<file path="src/rtl/manager_pkg.sv">
// Shared definitions for the RS-232 frame managers: receive FSM states, frame defaults and
// the address/data checksum used by both the transmit and receive sides.
package manager_pkg;

  typedef enum logic [1:0] {
    WAIT_SYNC = 2'd0,
    WAIT_ADDR = 2'd1,
    WAIT_DATA = 2'd2,
    WAIT_CHK  = 2'd3
  } rx_state_e;

  localparam logic [7:0]  DEFAULT_SYNC_BYTE      = 8'hAA;
  localparam int unsigned DEFAULT_TIMEOUT_CYCLES = 50000;

  function automatic logic [7:0] frame_checksum(input logic [7:0] addr, input logic [7:0] data);
    return addr ^ data;
  endfunction

endpackage

</file>
<file path="src/rtl/rx_timeout_timer.sv">
// Inter-byte idle timer: counts cycles while enabled, restarts on clear, and pulses o_expire
// in the cycle that completes TIMEOUT_CYCLES idle cycles.
module rx_timeout_timer #(
  parameter int unsigned TIMEOUT_CYCLES = 50000
) (
  input  logic CLK_50MHZ,
  input  logic RST,
  input  logic i_clear,
  input  logic i_enable,
  output logic o_expire
);

  localparam int unsigned CntW = $clog2(TIMEOUT_CYCLES + 1);
  localparam logic [CntW-1:0] LastCnt = CntW'(TIMEOUT_CYCLES - 1);

  logic [CntW-1:0] r_cnt;

  // A clear in the expiry cycle wins, so a strobe arriving exactly at the deadline is kept.
  assign o_expire = i_enable && !i_clear && (r_cnt == LastCnt);

  always_ff @(posedge CLK_50MHZ) begin
    if (RST || i_clear || !i_enable || o_expire) begin
      r_cnt <= '0;
    end else begin
      r_cnt <= r_cnt + 1'b1;
    end
  end

endmodule

</file>
<file path="src/rtl/manager_rx_fsm.sv">
// Receive-side frame manager: hunts for the sync byte, collects address, data and checksum,
// and publishes validated frames with a one-cycle rx_valid pulse.
module manager_rx_fsm
  import manager_pkg::*;
#(
  parameter logic [7:0]  SYNC_BYTE      = DEFAULT_SYNC_BYTE,
  parameter int unsigned TIMEOUT_CYCLES = DEFAULT_TIMEOUT_CYCLES
) (
  input  logic       CLK_50MHZ,
  input  logic       RST,
  input  logic [7:0] RS_DATAOUT,
  input  logic       RS_TRG_READ,
  output logic [7:0] addr_rx,
  output logic [7:0] data_rx,
  output logic       rx_valid,
  output logic       rx_error,
  output logic       rx_busy,
  output logic [7:0] err_cnt
);

  rx_state_e  r_state;
  rx_state_e  w_state_next;
  logic [7:0] r_addr_buf;
  logic [7:0] r_data_buf;
  logic       w_expire;
  logic       w_chk_ok;
  logic       w_frame_done;
  logic       w_valid_next;
  logic       w_error_next;

  rx_timeout_timer #(
    .TIMEOUT_CYCLES(TIMEOUT_CYCLES)
  ) u_timer (
    .CLK_50MHZ(CLK_50MHZ),
    .RST      (RST),
    .i_clear  (RS_TRG_READ),
    .i_enable (r_state != WAIT_SYNC),
    .o_expire (w_expire)
  );

  always_ff @(posedge CLK_50MHZ) begin
    if (RST) begin
      r_state <= WAIT_SYNC;
    end else begin
      r_state <= w_state_next;
    end
  end

  always_comb begin
    w_state_next = r_state;
    unique case (r_state)
      WAIT_SYNC: if (RS_TRG_READ && (RS_DATAOUT == SYNC_BYTE)) w_state_next = WAIT_ADDR;
      WAIT_ADDR: begin
        if (RS_TRG_READ)   w_state_next = WAIT_DATA;
        else if (w_expire) w_state_next = WAIT_SYNC;
      end
      WAIT_DATA: begin
        if (RS_TRG_READ)   w_state_next = WAIT_CHK;
        else if (w_expire) w_state_next = WAIT_SYNC;
      end
      WAIT_CHK:  if (RS_TRG_READ || w_expire) w_state_next = WAIT_SYNC;
      default:   w_state_next = WAIT_SYNC;
    endcase
  end

  always_comb begin
    w_chk_ok     = (RS_DATAOUT == frame_checksum(r_addr_buf, r_data_buf));
    w_frame_done = (r_state == WAIT_CHK) && RS_TRG_READ;
    w_valid_next = w_frame_done && w_chk_ok;
    w_error_next = (w_frame_done && !w_chk_ok) || w_expire;
  end

  always_ff @(posedge CLK_50MHZ) begin
    if (RST) begin
      r_addr_buf <= '0;
      r_data_buf <= '0;
      addr_rx    <= '0;
      data_rx    <= '0;
      rx_valid   <= 1'b0;
      rx_error   <= 1'b0;
      rx_busy    <= 1'b0;
      err_cnt    <= '0;
    end else begin
      if ((r_state == WAIT_ADDR) && RS_TRG_READ) r_addr_buf <= RS_DATAOUT;
      if ((r_state == WAIT_DATA) && RS_TRG_READ) r_data_buf <= RS_DATAOUT;
      if (w_valid_next) begin
        addr_rx <= r_addr_buf;
        data_rx <= r_data_buf;
      end
      rx_valid <= w_valid_next;
      rx_error <= w_error_next;
      rx_busy  <= (w_state_next != WAIT_SYNC);
      if (w_error_next && (err_cnt != 8'hFF)) err_cnt <= err_cnt + 8'd1;
    end
  end

endmodule

</file>
<file path="config.mk">
export PLATFORM = sky130hd
export DESIGN_NAME = manager_rx_fsm
export DESIGN_NICKNAME = d
export VERILOG_FILES = /design/src/rtl/manager_pkg.sv /design/src/rtl/rx_timeout_timer.sv /design/src/rtl/manager_rx_fsm.sv
export SDC_FILE = /design/constraint.sdc
export NUM_CORES = 1
export LEC_CHECK = 0
export CORE_AREA = 10 10 90 92
export DETAILED_ROUTE_END_ITERATION = 7
export DIE_AREA = 0 0 100 102
export GPL_TIMING_DRIVEN = 1
export PLACE_DENSITY = 0.68
export SLEW_MARGIN = 20
export SYNTH_ARGS = -nofsm -noshare
export SYNTH_HDL_FRONTEND = slang
export SYNTH_SLANG_ARGS = --single-unit
</file>
<file path="constraint.sdc">
create_clock -name CLK_50MHZ -period 1.8 [get_ports CLK_50MHZ]
set_input_delay 0.18 -clock CLK_50MHZ [delete_from_list [all_inputs] [get_ports CLK_50MHZ]]
set_output_delay 0.18 -clock CLK_50MHZ [all_outputs]
set_load 0.02 [all_outputs]
</file>
==> results by group, run 1 <==
Setup path
  • Worst EP arrival: 2.24 ns
  • Crit path kind: reg -> reg
  • Crit Path Max Fanout: 6
  • CP Launch Type: flip-flop
  • CP Data Required Time: 2.03 ns
  • CP endpoint kind: flip-flop

Yosys
  • Syn nets: 290
  • Yosys warnings: 0
  • Fraction of registers with async set/reset: 0
  • Synth area leader: dfxtp_1
  • Synth Instances: 277
  • Sequential fraction of the synthesis area: 0.443
  • Largest cells by area after synthesis: dfxtp_1, mux2i_1, nor2_1
  • Yosys reg bits: 61
  • Mean Syn Cell Area: 9.95 um^2
  • Unique cell type count in the Yosys netlist: 40
  • EDFF count, synth: 0
  • Top-area cell type share of the netlist area: 0.443
  • Most used DFF post-synth: dfxtp_1
  • Netlist Area Pre-Place: 2760 um^2

Place
  • Port-buffer cells: 37
  • DP Wirelength: 4420 um
  • Setup WS pre-CTS: -0.316 ns
  • Placer Congestion: 0.863

Die
  • Die area: 10,200 um^2
  • Core area: 6280 um^2
  • Top Ports: 38
  • Die Y: 102 um
  • Cell Rows: 29
  • Die W: 100 um
  • Initial core utilization: 0.439

Timing
  • Final Skew: 0.00703 ns
  • RSZ-0062 raised after global routing: true
  • Rel. slew slack: 0.703
  • Slew Viols, Final: 0
  • Max Clk Rate: 0.497 GHz
  • Final min period: 2.01 ns
  • Final setup margin: -0.211 ns
  • Final Cycle Share: 1.12
  • Slew @ Worst Pin: 0.435 ns
  • Setup Viol. Count Final: 12
  • Hold Violations, Final: 0

Clock network
  • Clock-pin slew on the worst setup and hold paths: 0.07 ns
  • Later-pin clock latency in the skew report: 0.33 ns
  • CTS buffer count: 9
  • Hold-fix buffers, CTS: 0
  • H-tree Lvls: 3
  • Clock Tree Root: clkbuf_8
  • Clock sinks: 61
  • CTS tree: yes
  • Clk buf depth: 2

Pwr
  • Switching Fraction: 0.226
  • Max VDD drop: 0.373 mV
  • Clock share of power: 0.430
  • Pwr dens: 639 nW/um^2
  • Sw Pwr: 0.578 mW
  • Seq pwr share: 0.528
  • Combinational share of power: 0.042
  • Leak: 1.68 nW
  • P_int: 1.98 mW

Route
  • Via/cell ratio: 4.95
  • Antenna viol nets, final: 0
  • WL per Instance: 14.1 um
  • Vias: 2,237
  • DR iter-0 viols: 62
  • DR pass1 iterations: 4
  • WL final: 6360 um
  • Remaining DRCs: 0

Global routing
  • Antenna violations before repair: 0
  • Largest net degree at the start of global routing: 49
  • GR Util All Layers: 0.122
  • Congestion Overflow GR: 0
  • Global-route wire length before repair: 10,200 um
  • Vias in the first global route: 2,180

Min path
  • Worst min path class: reg -> reg

Final layout
  • Layout net count: 383
  • Final core utilization: 0.637
  • Proportion of layout cells with a drive suffix above 1: 0.267
  • Area growth syn-to-layout: 45.1%
  • Diode count: 0

Job
  • Max-cap violations: 0

Run status
  • Failing checks: setup timing
  • Outcome: finished, violations left
## timing repair
action                                 4_1_cts  5_1_grt
gates resized for setup                      6       36
cloned                                       1        1
setup buffers                                4        1
setup endpoints to repair                   28       43
pin swaps                                    3       17
endpoints found under the hold margin        0        0
## registers in the layout (all words and copies together), names as in the netlist
name           flops
rx_valid           1
rx_error           1
rx_busy            1
u_timer.r_cnt     16
r_addr_buf         8
data_rx            8
err_cnt            8
r_state            2
r_data_buf         8
addr_rx            8
## critical path: stages (launching register included)
cell      delay, ns
dfxtp_2        0.32
or4b_4         0.54
nor4_4         0.23
nand3_4        0.16
a211oi_1       0.30
mux2_1         0.34
## layer usage
layer	GRT usage	vias up	part of all wire
met1	0.141	1049	0.44
li1	-	1150	-
met5	0	-	0
met4	0.0554	0	0.017
met2	0.204	28	0.49
met3	0.0391	10	0.047
## cells in the mapped netlist, types with 2 or more instances
cell	count
clkbuf_1	9
nor4bb_1	2
xnor3_1	8
nand3_1	12
mux2i_1	33
and3_1	6
nor2b_1	6
xnor2_1	4
inv_1	5
nand2_1	12
nand4_1	5
xor2_1	11
a211oi_1	4
nor2_1	62
dfxtp_1	61
ha_1	2
a21oi_1	4
mux2_1	5
nand3b_1	3
and4_1	3
## layout by cell type, fill, tap and decap left out, types with 4 or more instances in the layout
master and count:
clkdlybuf4s50_1 37, xnor2_1 4, dfxtp_1 59, nand2_1 11, mux2_1 5, a21oi_1 4, mux2i_1 33, buf_4 48
and3_1 6, nand4_1 5, xor2_1 11, xnor3_1 8, nor2_4 14, nor2_1 47, clkbuf_8 11, nand3_1 10
nor2b_1 6, inv_1 5, buf_6 4
## logic make-up (layout without fill, tap and decap cells)
kind of cell	Yosys count	in the layout	synth area share
AND/OR/NAND/NOR	121	121	0.228
flip-flops	61	61	0.443
multiplexers	38	38	0.140
XOR/XNOR	23	23	0.113
AO/OA/AOI/OAI	16	16	0.0418
buffers and inverters	16	114	0.0250
adder cells (fa/ha/maj)	2	2	0.00908
## power by group through the flow
stage | logic (mW) | clock network, mW | registers [mW]
floorplan | 0.0444 | 0 | 1.38
global placement | 0.103 | 0 | 1.38
detailed placement | 0.104 | 0 | 1.38
CTS | 0.108 | 1.13 | 1.35
global route | 0.115 | 1.18 | 1.35
finish | 0.108 | 1.10 | 1.35
## final cells by class
cell class / count / area, um^2
multi-input cells: 200 / 1620
clock buffers: 12 / 155
inverters: 5 / 18.8
clock inverters: 4 / 22.5
fillers: 508 / 2280
well taps: 77 / 96.3
flip-flops and latches: 61 / 1220
repair buffers: 93 / 861
## per-stage QoR
stage                     hold WS [ns]  area (um^2)  cells  power (mW)  setup TNS (ns)
after floorplan                  0.324         2770    277        1.42          -0.815
after global routing             0.527         4000    452        2.64           -4.30
after global placement           0.471         3590    430        1.48           -5.44
after detailed placement         0.483         3590    430        1.48           -6.80
after CTS                        0.498         3850    451        2.59           -1.38
final                            0.491         4000    452        2.56           -1.36
## path summary, 6_finish.rpt
kind / end / depth (start not counted) / start / slack, ns
worst max-delay path: err_cnt[2] / 5 / u_timer.r_cnt[13] / -0.21
worst min-delay path: data_rx[4] / 2 / data_rx[4] / 0.49
worst max register to register: err_cnt[2] / 5 / u_timer.r_cnt[13] / -0.21
worst min register to register: data_rx[4] / 2 / data_rx[4] / 0.49
(Power assumes the default switching activity.)
==> run 2, diff against run 1 <==
- PLACE_DENSITY: 0.68 -> unset
- PLACE_DENSITY_LB_ADDON: unset -> 0.3
==> results by group, run 2 (same netlist as run 1, synthesis figures left out) <==
Min path
  • Worst Hold Path EP: addr_rx[6] (was data_rx[4])
  • Hold Startpoint: addr_rx[6] (was data_rx[4])
  • Worst min path class: reg -> reg (unchanged)
  • WHS Path Cells: 2 (unchanged)

Setup path
  • CP Data Required Time: 2.02 ns (was 2.03 ns)
  • R2r setup slk: -0.25 ns (was -0.21 ns)
  • Worst EP arrival: 2.28 ns (was 2.24 ns)
  • Crit Path Max Fanout: 8 (was 6)
  • CP Launch Type: flip-flop (unchanged)
  • Reg-to-reg endpoint: err_cnt[5] (was err_cnt[2])
  • Reg2reg path depth: 5 (unchanged)
  • Crit path kind: reg -> reg (unchanged)
  • Worst Setup SP: u_timer.r_cnt[13] (unchanged)
  • CP endpoint kind: flip-flop (unchanged)
  • FF-to-FF Start: u_timer.r_cnt[13] (unchanged)

Place
  • Post-DP Area: 3600 um^2 (was 3590 um^2)
  • DP Wirelength: 4450 um (was 4420 um)
  • Port-buffer cells: 37 (unchanged)
  • Placer Congestion: 0.804 (was 0.863)

Timing
  • Final min period: 2.05 ns (was 2.01 ns)
  • Final Skew: 0.00605 ns (was 0.00703 ns)
  • Slew Viols, Final: 0 (unchanged)
  • Rel. slew slack: 0.747 (was 0.703)
  • Hold Violations, Final: 0 (unchanged)
  • Setup Viol. Count Final: 23 (was 12)
  • RSZ-0062 raised after global routing: true (unchanged)
  • Max Clk Rate: 0.487 GHz (was 0.497 GHz)
  • Hold_ws: 0.494 ns (was 0.491 ns)
  • Final Cycle Share: 1.14 (was 1.12)
  • Final setup margin: -0.251 ns (was -0.211 ns)
  • Slew @ Worst Pin: 0.378 ns (was 0.435 ns)

Die
  • Die W: 100 um (unchanged)
  • Cell Rows: 29 (unchanged)
  • Die Y: 102 um (unchanged)
  • Die area: 10,200 um^2 (unchanged)
  • Top Ports: 38 (unchanged)
  • Initial core utilization: 0.439 (unchanged)
  • Core area: 6280 um^2 (unchanged)

Clock network
  • CTS tree: yes (unchanged)
  • Later-pin clock latency in the skew report: 0.34 ns (was 0.33 ns)
  • H-tree Lvls: 3 (unchanged)
  • CTS buffer count: 9 (unchanged)
  • Clk buf depth: 2 (unchanged)
  • Clock Tree Root: clkbuf_8 (unchanged)
  • Clock sinks: 61 (unchanged)
  • Hold-fix buffers, CTS: 0 (unchanged)
  • Clock-pin slew on the worst setup and hold paths: 0.06 ns (was 0.07 ns)

Global routing
  • Global-route wire length before repair: 10,500 um (was 10,200 um)
  • Antenna violations before repair: 0 (unchanged)
  • Largest net degree at the start of global routing: 30 (was 49)
  • Vias in the first global route: 2,248 (was 2,180)
  • Congestion Overflow GR: 0 (unchanged)
  • GR Util All Layers: 0.127 (was 0.122)

Final layout
  • # fillers: 513 (was 508)
  • Multi-input logic area: 1620 um^2 (about the same)
  • Finished layout cell area: 4020 um^2 (was 4000 um^2)
  • Final core utilization: 0.641 (was 0.637)
  • Sequential cell area: 1230 um^2 (was 1220 um^2)
  • Max reg flops: 16 (unchanged)
  • Most frequent cells in the layout: dfxtp_1, buf_4, nor2_1 (unchanged)
  • Diode count: 0 (unchanged)
  • Largest reg by FF count: u_timer.r_cnt (unchanged)
  • Commonest non-fill, non-tap cell in the layout: dfxtp_1 (unchanged)
  • Proportion of layout cells with a drive suffix above 1: 0.282 (was 0.267)
  • Area growth syn-to-layout: 45.9% (was 45.1%)
  • Layout net count: 388 (was 383)

Route
  • Remaining DRCs: 0 (unchanged)
  • WL final: 6610 um (was 6360 um)
  • DR pass1 iterations: 6 (was 4)
  • Via/cell ratio: 5.01 (was 4.95)
  • Antenna viol nets, final: 0 (unchanged)
  • DR iter-0 viols: 82 (was 62)
  • WL per Instance: 14.5 um (was 14.1 um)
  • Vias: 2,285 (was 2,237)

Run status
  • Outcome: finished, violations left (unchanged)
  • Failing checks: setup timing (unchanged)

Pwr
  • Leak: 1.70 nW (was 1.68 nW)
  • Pwr dens: 616 nW/um^2 (was 639 nW/um^2)
  • Total power: 2.48 mW (was 2.56 mW)
  • Max VDD drop: 0.465 mV (was 0.373 mV)

Job
  • Max-cap violations: 0 (unchanged)
run 2: area by class of cell:
cell class / count / share of cell area
Sequential cell: 61 / 0.305
Multi-Input combinational cell: 200 / 0.403
Timing Repair Buffer: 98 / 0.224
Clock inverter: 2 / 0.00249
Tap cell: 77 / 0.0240
Inverter: 5 / 0.00467
Clock buffer: 13 / 0.0370
run 2: where the power goes:
group / leakage [nW] / internal, mW / total (mW) / switching (mW)
Combinational: 1.13 / 0.0595 / 0.108 / 0.0482
Sequential: 0.493 / 1.35 / 1.35 / 0.000240
Clock: 0.0833 / 0.526 / 1.02 / 0.494
Total: 1.70 / 1.94 / 2.48 / 0.543
run 2: worst max-delay path by stage:
stage                             to  slack [ns]  cells past startpoint
after floorplan           err_cnt[2]       -0.15                      5
after global placement    err_cnt[4]       -0.33                      6
after detailed placement  err_cnt[3]       -0.39                      6
after CTS                 err_cnt[5]       -0.26                      5
after global routing      err_cnt[3]       -0.30                      5
final                     err_cnt[5]       -0.25                      5
run 2: worst max-delay path, stage by stage (launching register included):
cell	delay (ns)
dfxtp_2	0.32
or4b_4	0.54
nor4_4	0.24
nand3_4	0.19
a211oi_1	0.30
mux2_1	0.35
run 2: metal layers:
layer,GRT usage,vias to the layer above,part of all wire
li1,-,1158,-
met1,0.147,1085,0.45
met2,0.208,31,0.49
met3,0.0391,11,0.047
met4,0.0620,0,0.015
met5,0,-,0
run 2: stage by stage:
| stage | setup TNS (ns) | setup WS [ns] | instances |
|---|---|---|---|
| after floorplan | -0.815 | -0.154 | 277 |
| after global placement | -6.86 | -0.329 | 433 |
| after detailed placement | -7.82 | -0.388 | 433 |
| after CTS | -2.04 | -0.262 | 452 |
| after global routing | -5.39 | -0.299 | 456 |
| final | -2.24 | -0.251 | 456 |
run 2: timing repair:
item                       4_1_cts  5_1_grt
hold endpoints to repair         0        0
setup endpoints to repair       36       44
cloned                           1        1
setup buffers                    3        5
pin swaps                        2       18
resized for setup               10       37
